`src/rtl/acc_output.sv`:
```
// acc_output: serial-to-parallel batch collector.
// Packs ACC_WIDTH 16-bit stream words into one batch and presents it with a
// valid/ready handshake. Upstream sees backpressure while a batch is held.
// Ports:
//   clk, rst              clock, asynchronous active-high reset
//   acc_valid_i           input word valid
//   acc_data_in           input stream word
//   acc_flush_i           close the current (partial) batch early
//   acc_ready_o           collector can accept a word this cycle
//   acc_valid_o           batch on acc_data_out is complete and held
//   acc_data_out          batch lanes, lane 0 = first word received
//   acc_count_o           number of valid lanes in the presented batch
//   acc_ready_i           downstream takes the batch this cycle
module acc_output #(
    parameter int unsigned ACC_WIDTH = 4,
    localparam int unsigned CW = $clog2(ACC_WIDTH + 1)
) (
    input  logic                              clk,
    input  logic                              rst,
    input  logic                              acc_valid_i,
    input  logic [15:0]                       acc_data_in,
    input  logic                              acc_flush_i,
    output logic                              acc_ready_o,
    output logic                              acc_valid_o,
    output logic [0:ACC_WIDTH-1][15:0]        acc_data_out,
    output logic [CW-1:0]                     acc_count_o,
    input  logic                              acc_ready_i
);

    typedef enum logic {
        FILL = 1'b0,
        FULL = 1'b1
    } state_t;

    state_t                     state;
    state_t                     state_d;
    logic [CW-1:0]              wr_ptr;
    logic [CW-1:0]              wr_ptr_d;
    logic [CW-1:0]              count_d;
    logic [0:ACC_WIDTH-1][15:0] lanes_d;
    logic                       accept;

    // Ready depends on registered state only, so no combinational path from acc_valid_i.
    assign acc_ready_o = (state == FILL) && !rst;
    assign accept      = acc_valid_i && acc_ready_o;
    assign acc_valid_o = (state == FULL);

    // State, write pointer, lane bank and count registers.
    always_ff @(posedge clk or posedge rst) begin
        if (rst) begin
            state        <= FILL;
            wr_ptr       <= '0;
            acc_data_out <= '0;
            acc_count_o  <= '0;
        end else begin
            state        <= state_d;
            wr_ptr       <= wr_ptr_d;
            acc_data_out <= lanes_d;
            acc_count_o  <= count_d;
        end
    end

    // Next-state and datapath update.
    always_comb begin
        state_d  = state;
        wr_ptr_d = wr_ptr;
        lanes_d  = acc_data_out;
        count_d  = acc_count_o;
        unique case (state)
            FILL: begin
                if (accept) begin
                    for (int unsigned i = 0; i < ACC_WIDTH; i++) begin
                        if (wr_ptr == CW'(i)) begin
                            lanes_d[i] = acc_data_in;
                        end
                    end
                    wr_ptr_d = wr_ptr + CW'(1);
                end
                // Final word closes the batch whether or not flush is also set.
                if (accept && (wr_ptr == CW'(ACC_WIDTH - 1))) begin
                    state_d = FULL;
                    count_d = CW'(ACC_WIDTH);
                end else if (acc_flush_i && ((wr_ptr != '0) || accept)) begin
                    state_d = FULL;
                    count_d = wr_ptr + CW'(accept);
                end
            end
            FULL: begin
                // Taking the batch costs one bubble cycle before the next word.
                if (acc_ready_i) begin
                    state_d  = FILL;
                    wr_ptr_d = '0;
                    lanes_d  = '0;
                    count_d  = '0;
                end
            end
            default: begin
                state_d = FILL;
            end
        endcase
    end

endmodule

```
`config.mk`:
```
export PLATFORM = sky130hd
export DESIGN_NAME = acc_output
export DESIGN_NICKNAME = d
export VERILOG_FILES = /design/src/rtl/acc_output.sv
export SDC_FILE = /design/constraint.sdc
export NUM_CORES = 1
export LEC_CHECK = 0
export CORE_UTILIZATION = 47
export DETAILED_ROUTE_END_ITERATION = 8
export PLACE_DENSITY = 0.78
export SLEW_MARGIN = 20
export SYNTH_ARGS = -nofsm -noshare
export SYNTH_HDL_FRONTEND = slang
export SYNTH_SLANG_ARGS = --single-unit
```
`constraint.sdc`:
```
create_clock -name clk -period 2.8 [get_ports clk]
set_clock_uncertainty 0.05 [all_clocks]
set_input_delay 0.56 -clock clk [delete_from_list [all_inputs] [get_ports clk]]
set_output_delay 0.56 -clock clk [all_outputs]
set_load 0.005 [all_outputs]
```
==> impl_metrics.xml <==
<?xml version="1.0" encoding="UTF-8"?>
<metrics>
  <group name="worst_setup_path">
    <metric name="worstPathBufferInverterCount" unit="">2</metric>
    <metric name="critical_path.reg2reg.endpoint" unit="">acc_data_out[36]</metric>
    <metric name="cp.required" unit="ns">2.19</metric>
    <metric name="cp_common_cell" unit="">sky130_fd_sc_hd__clkdlybuf4s50_1</metric>
    <metric name="crit_path_end_kind" unit="">output port</metric>
    <metric name="rrSetupSlack" unit="ns">0.70</metric>
    <metric name="crit_path_max_incr_delay" unit="ns">0.53</metric>
    <metric name="crit_path_cell_trace" unit="">clkdlybuf4s50_1 &gt; nor2_1 &gt; clkdlybuf4s50_1</metric>
    <metric name="cpLargestDelayFamily" unit="">buffers and inverters</metric>
    <metric name="critical_path.slowest_cell" unit="">sky130_fd_sc_hd__clkdlybuf4s50_1</metric>
    <metric name="r2r_start" unit="">acc_valid_o</metric>
    <metric name="r2r.worst_path.cells" unit="">5</metric>
    <metric name="timing.critical_path.arrival" unit="ns">1.77</metric>
    <metric name="startpoint_type" unit="">input pin</metric>
    <metric name="worstPathMaxFanout" unit="">6</metric>
    <metric name="critPathKind" unit="">in -&gt; out</metric>
  </group>
  <group name="detailed_routing">
    <metric name="antenna_left" unit="">0</metric>
    <metric name="dr.max_layer_used" unit="">met4</metric>
    <metric name="dr.first_iter.drc_count" unit="">149</metric>
    <metric name="detailedRoute.firstPassIterationCount" unit="">4</metric>
    <metric name="route.vias.total" unit="">2423</metric>
    <metric name="drt-wirelength-per-cell" unit="µm">16.7</metric>
    <metric name="met3_wirelength" unit="µm">421</metric>
    <metric name="met2WireLength" unit="µm">3610</metric>
    <metric name="via_per_inst" unit="">5.41</metric>
    <metric name="route.detailed.drc" unit="">0</metric>
    <metric name="wl_met1" unit="µm">3320</metric>
    <metric name="drt-total-wl" unit="µm">7500</metric>
  </group>
  <group name="floorplan">
    <metric name="width_of_the_die" unit="µm">81.8</metric>
    <metric name="design.core.area" unit="µm²">6030</metric>
    <metric name="floorplan.rows" unit="">28</metric>
    <metric name="initial_util" unit="">0.497</metric>
    <metric name="floorplan.io_pins" unit="">90</metric>
    <metric name="die_area" unit="µm²">6690</metric>
    <metric name="die_height" unit="µm">81.8</metric>
  </group>
  <group name="timing">
    <metric name="final_max_slew_viol_count" unit="">0</metric>
    <metric name="finalCritPeriodShare" unit="">0.851</metric>
    <metric name="worst_slew_margin_rel" unit="">0.554</metric>
    <metric name="setup_tns" unit="ns">0</metric>
    <metric name="worst_slew_pin_slew" unit="ns">0.669</metric>
    <metric name="timing.fmax" unit="MHz">420</metric>
    <metric name="period_minus_slack" unit="ns">2.38</metric>
    <metric name="layout_setup_ws" unit="ns">0.418</metric>
    <metric name="finalSetupViolations" unit="">0</metric>
    <metric name="final-hold-violation-count" unit="">0</metric>
    <metric name="grt_setup_unrepaired" unit="">no</metric>
  </group>
  <group name="synthesis">
    <metric name="synth-adder-area-share" unit="">0.0251</metric>
    <metric name="ys_seq_elements" unit="">71</metric>
    <metric name="yosys-top-cells-area" unit="">sky130_fd_sc_hd__dfrtp_1 (59%), sky130_fd_sc_hd__nand2_1 (8.3%), sky130_fd_sc_hd__o21ai_0 (8.0%)</metric>
    <metric name="total_of_warnings_raised_by_yosys" unit="">0</metric>
    <metric name="post-synth-top-area-fraction" unit="">0.593</metric>
    <metric name="synthXorXnorAreaFrac" unit="">0.00293</metric>
    <metric name="synthesis.nets" unit="">304</metric>
    <metric name="postSynthCellCount" unit="">277</metric>
    <metric name="synth_edf_count" unit="">0</metric>
    <metric name="yosys.cell_count.top_type" unit="">sky130_fd_sc_hd__dfrtp_1</metric>
    <metric name="synthSimpleGateAreaFrac" unit="">0.114</metric>
    <metric name="synth.area.mux_share" unit="">0.0501</metric>
    <metric name="combinational_family_with_the_most_area_after_synthesis" unit="">compound AO/OA/AOI/OAI gates</metric>
    <metric name="mappedNetlistArea" unit="µm²">2990</metric>
    <metric name="synth.largest_area_cell" unit="">sky130_fd_sc_hd__dfrtp_1</metric>
    <metric name="synth.avg_cell_area" unit="µm²">10.8</metric>
    <metric name="synth_common_cells" unit="">sky130_fd_sc_hd__dfrtp_1 (71), sky130_fd_sc_hd__nand2_1 (66), sky130_fd_sc_hd__o21ai_0 (48), sky130_fd_sc_hd__a22o_1 (20), sky130_fd_sc_hd__mux2i_1 (15)</metric>
    <metric name="synthFlopType" unit="">sky130_fd_sc_hd__dfrtp_1</metric>
    <metric name="synth-compound-area-share" unit="">0.170</metric>
    <metric name="synth-seq-area-share" unit="">0.593</metric>
    <metric name="yosys.cell_types.count" unit="">28</metric>
    <metric name="async_reset_ff_frac" unit="">1.00</metric>
  </group>
  <group name="grt">
    <metric name="global_route.overflow_total" unit="">0</metric>
    <metric name="first_global_vias" unit="">2335</metric>
    <metric name="maximum_number_of_pins_on_one_net_before_global_route_repair" unit="">33</metric>
    <metric name="grt_pass1_wl" unit="µm">11700</metric>
    <metric name="grt_util_all_layers" unit="">0.243</metric>
    <metric name="antenna_violations_before_repair" unit="">0</metric>
  </group>
  <group name="hold_path">
    <metric name="launch_point_of_the_worst_hold_path" unit="">acc_data_out[18]</metric>
    <metric name="worstHoldPathType" unit="">reg -&gt; reg</metric>
    <metric name="hold_depth" unit="">2</metric>
    <metric name="timing.hold.worst_endpoint" unit="">acc_data_out[18]</metric>
  </group>
  <group name="placed_design">
    <metric name="placement.io_buffers" unit="">89</metric>
    <metric name="hpwlAfterDp" unit="µm">5360</metric>
    <metric name="detailedPlace.worstSlack" unit="ns">0.407</metric>
    <metric name="finalWeightedCongestion" unit="">0.873</metric>
  </group>
  <group name="cts">
    <metric name="ctsHoldBuffers" unit="">0</metric>
    <metric name="cts_tree" unit="">built</metric>
    <metric name="cts-htree-levels" unit="">3</metric>
    <metric name="cts.sink_count" unit="">71</metric>
    <metric name="clk_lat_worst_skew" unit="ns">0.34</metric>
    <metric name="cts.reportedPaths.clkPinSlew" unit="ns">0.08</metric>
    <metric name="cts-root-buf" unit="">sky130_fd_sc_hd__clkbuf_8</metric>
    <metric name="ctsLongestPathBuffers" unit="">2</metric>
    <metric name="numCtsBuffers" unit="">9</metric>
    <metric name="postCtsSetupRepairBufs" unit="">0</metric>
    <metric name="post_cts_resized" unit="">0</metric>
  </group>
  <group name="final_layout">
    <metric name="finalNetCount" unit="">395</metric>
    <metric name="drive_above_1_share" unit="">0.0831</metric>
    <metric name="area_growth" unit="%">40.7</metric>
    <metric name="num_antenna_cells" unit="">0</metric>
  </group>
  <group name="pwr">
    <metric name="power.ir.vdd_worst" unit="µV">546</metric>
    <metric name="static-leakage-power" unit="nW">1.85</metric>
    <metric name="pwr_density_cell" unit="nW/µm²">976</metric>
  </group>
  <group name="run">
    <metric name="max_cap_viols" unit="">0</metric>
  </group>
  <group name="status">
    <metric name="run_status" unit="">complete, no violations</metric>
  </group>
</metrics>
[report_power, final]
part	internal, mW	leakage, nW	total, mW	switching (mW)
Clock	0.618	0.124	0.997	0.379
Sequential	1.36	0.945	1.62	0.251
Combinational	0.844	0.777	1.50	0.654
Total	2.83	1.85	4.11	1.28
[sequential cells by signal, indices dropped and copies added, names as in the netlist]
register / cells
acc_data_out: 64
acc_valid_o: 1
acc_count_o: 3
wr_ptr: 3
[logic make-up after synthesis]
logic type | after synthesis
xor gates and xnor gates | 1
muxes | 15
adders and majority gates | 6
AOI/OAI and AO/OA | 81
and+or+nand+nor | 79
buffers and inverters | 24
DFF | 71
[layout make-up]
cell class | count | area (µm²)
Fill cell | 467 | 1810
Sequential cell | 71 | 1780
Multi-Input combinational cell | 182 | 1100
Timing Repair Buffer | 97 | 976
Clock buffer | 11 | 141
Clock inverter | 5 | 104
Tap cell | 75 | 93.8
Inverter | 7 | 26.3
[through the flow]
step	hold WS [ns]	instances	total power [mW]	area [µm²]	util
floorplan	0.423	277	2.23	2990	-
global placement	0.411	432	3.07	3970	0.658
detailed placement	0.419	432	3.13	3970	0.658
CTS	0.442	448	4.14	4210	0.699
global route	0.469	448	4.37	4210	0.699
finish	0.435	448	4.11	4210	0.699
[worst min-delay path, cell delays in order (launching register included)]
cell and delay, ns:
sky130_fd_sc_hd__dfrtp_1 0.35, sky130_fd_sc_hd__nand2_1 0.05, sky130_fd_sc_hd__o21ai_0 0.06
[how the worst max path moves through the flow]
stage / startpoint / cells past startpoint / endpoint
2_1_floorplan: rst / 1 / acc_count_o[0]
3_5_place_dp: rst / 9 / acc_count_o[2]
5_1_grt: rst / 3 / acc_ready_o
6_report: rst / 3 / acc_ready_o
4_1_cts: rst / 3 / acc_ready_o
3_3_place_gp: rst / 3 / acc_ready_o
[placed cells by master (no fill, tap or decap), types with 2 or more instances in the layout]
master	synthesis	layout
sky130_fd_sc_hd__inv_1	7	6
sky130_fd_sc_hd__ha_1	6	6
sky130_fd_sc_hd__bufinv_16	0	3
sky130_fd_sc_hd__buf_12	0	2
sky130_fd_sc_hd__nand2b_1	2	2
sky130_fd_sc_hd__buf_4	2	6
sky130_fd_sc_hd__a22o_1	20	20
sky130_fd_sc_hd__nor2_1	6	5
sky130_fd_sc_hd__clkbuf_8	0	10
sky130_fd_sc_hd__a21oi_1	2	2
sky130_fd_sc_hd__o21ai_0	48	48
sky130_fd_sc_hd__o21ai_1	4	4
sky130_fd_sc_hd__nand2_1	66	66
sky130_fd_sc_hd__dfrtp_1	71	71
sky130_fd_sc_hd__a22oi_2	0	2
sky130_fd_sc_hd__mux2i_1	15	15
sky130_fd_sc_hd__clkdlybuf4s50_1	0	89
[metal layers]
layer,GRT usage,up-vias
li1,-,1134
met5,0,-
met4,0.130,0
met3,0.0400,16
met2,0.373,83
met1,0.330,1190
No activity file was read; power rests on OpenSTA's default activity.
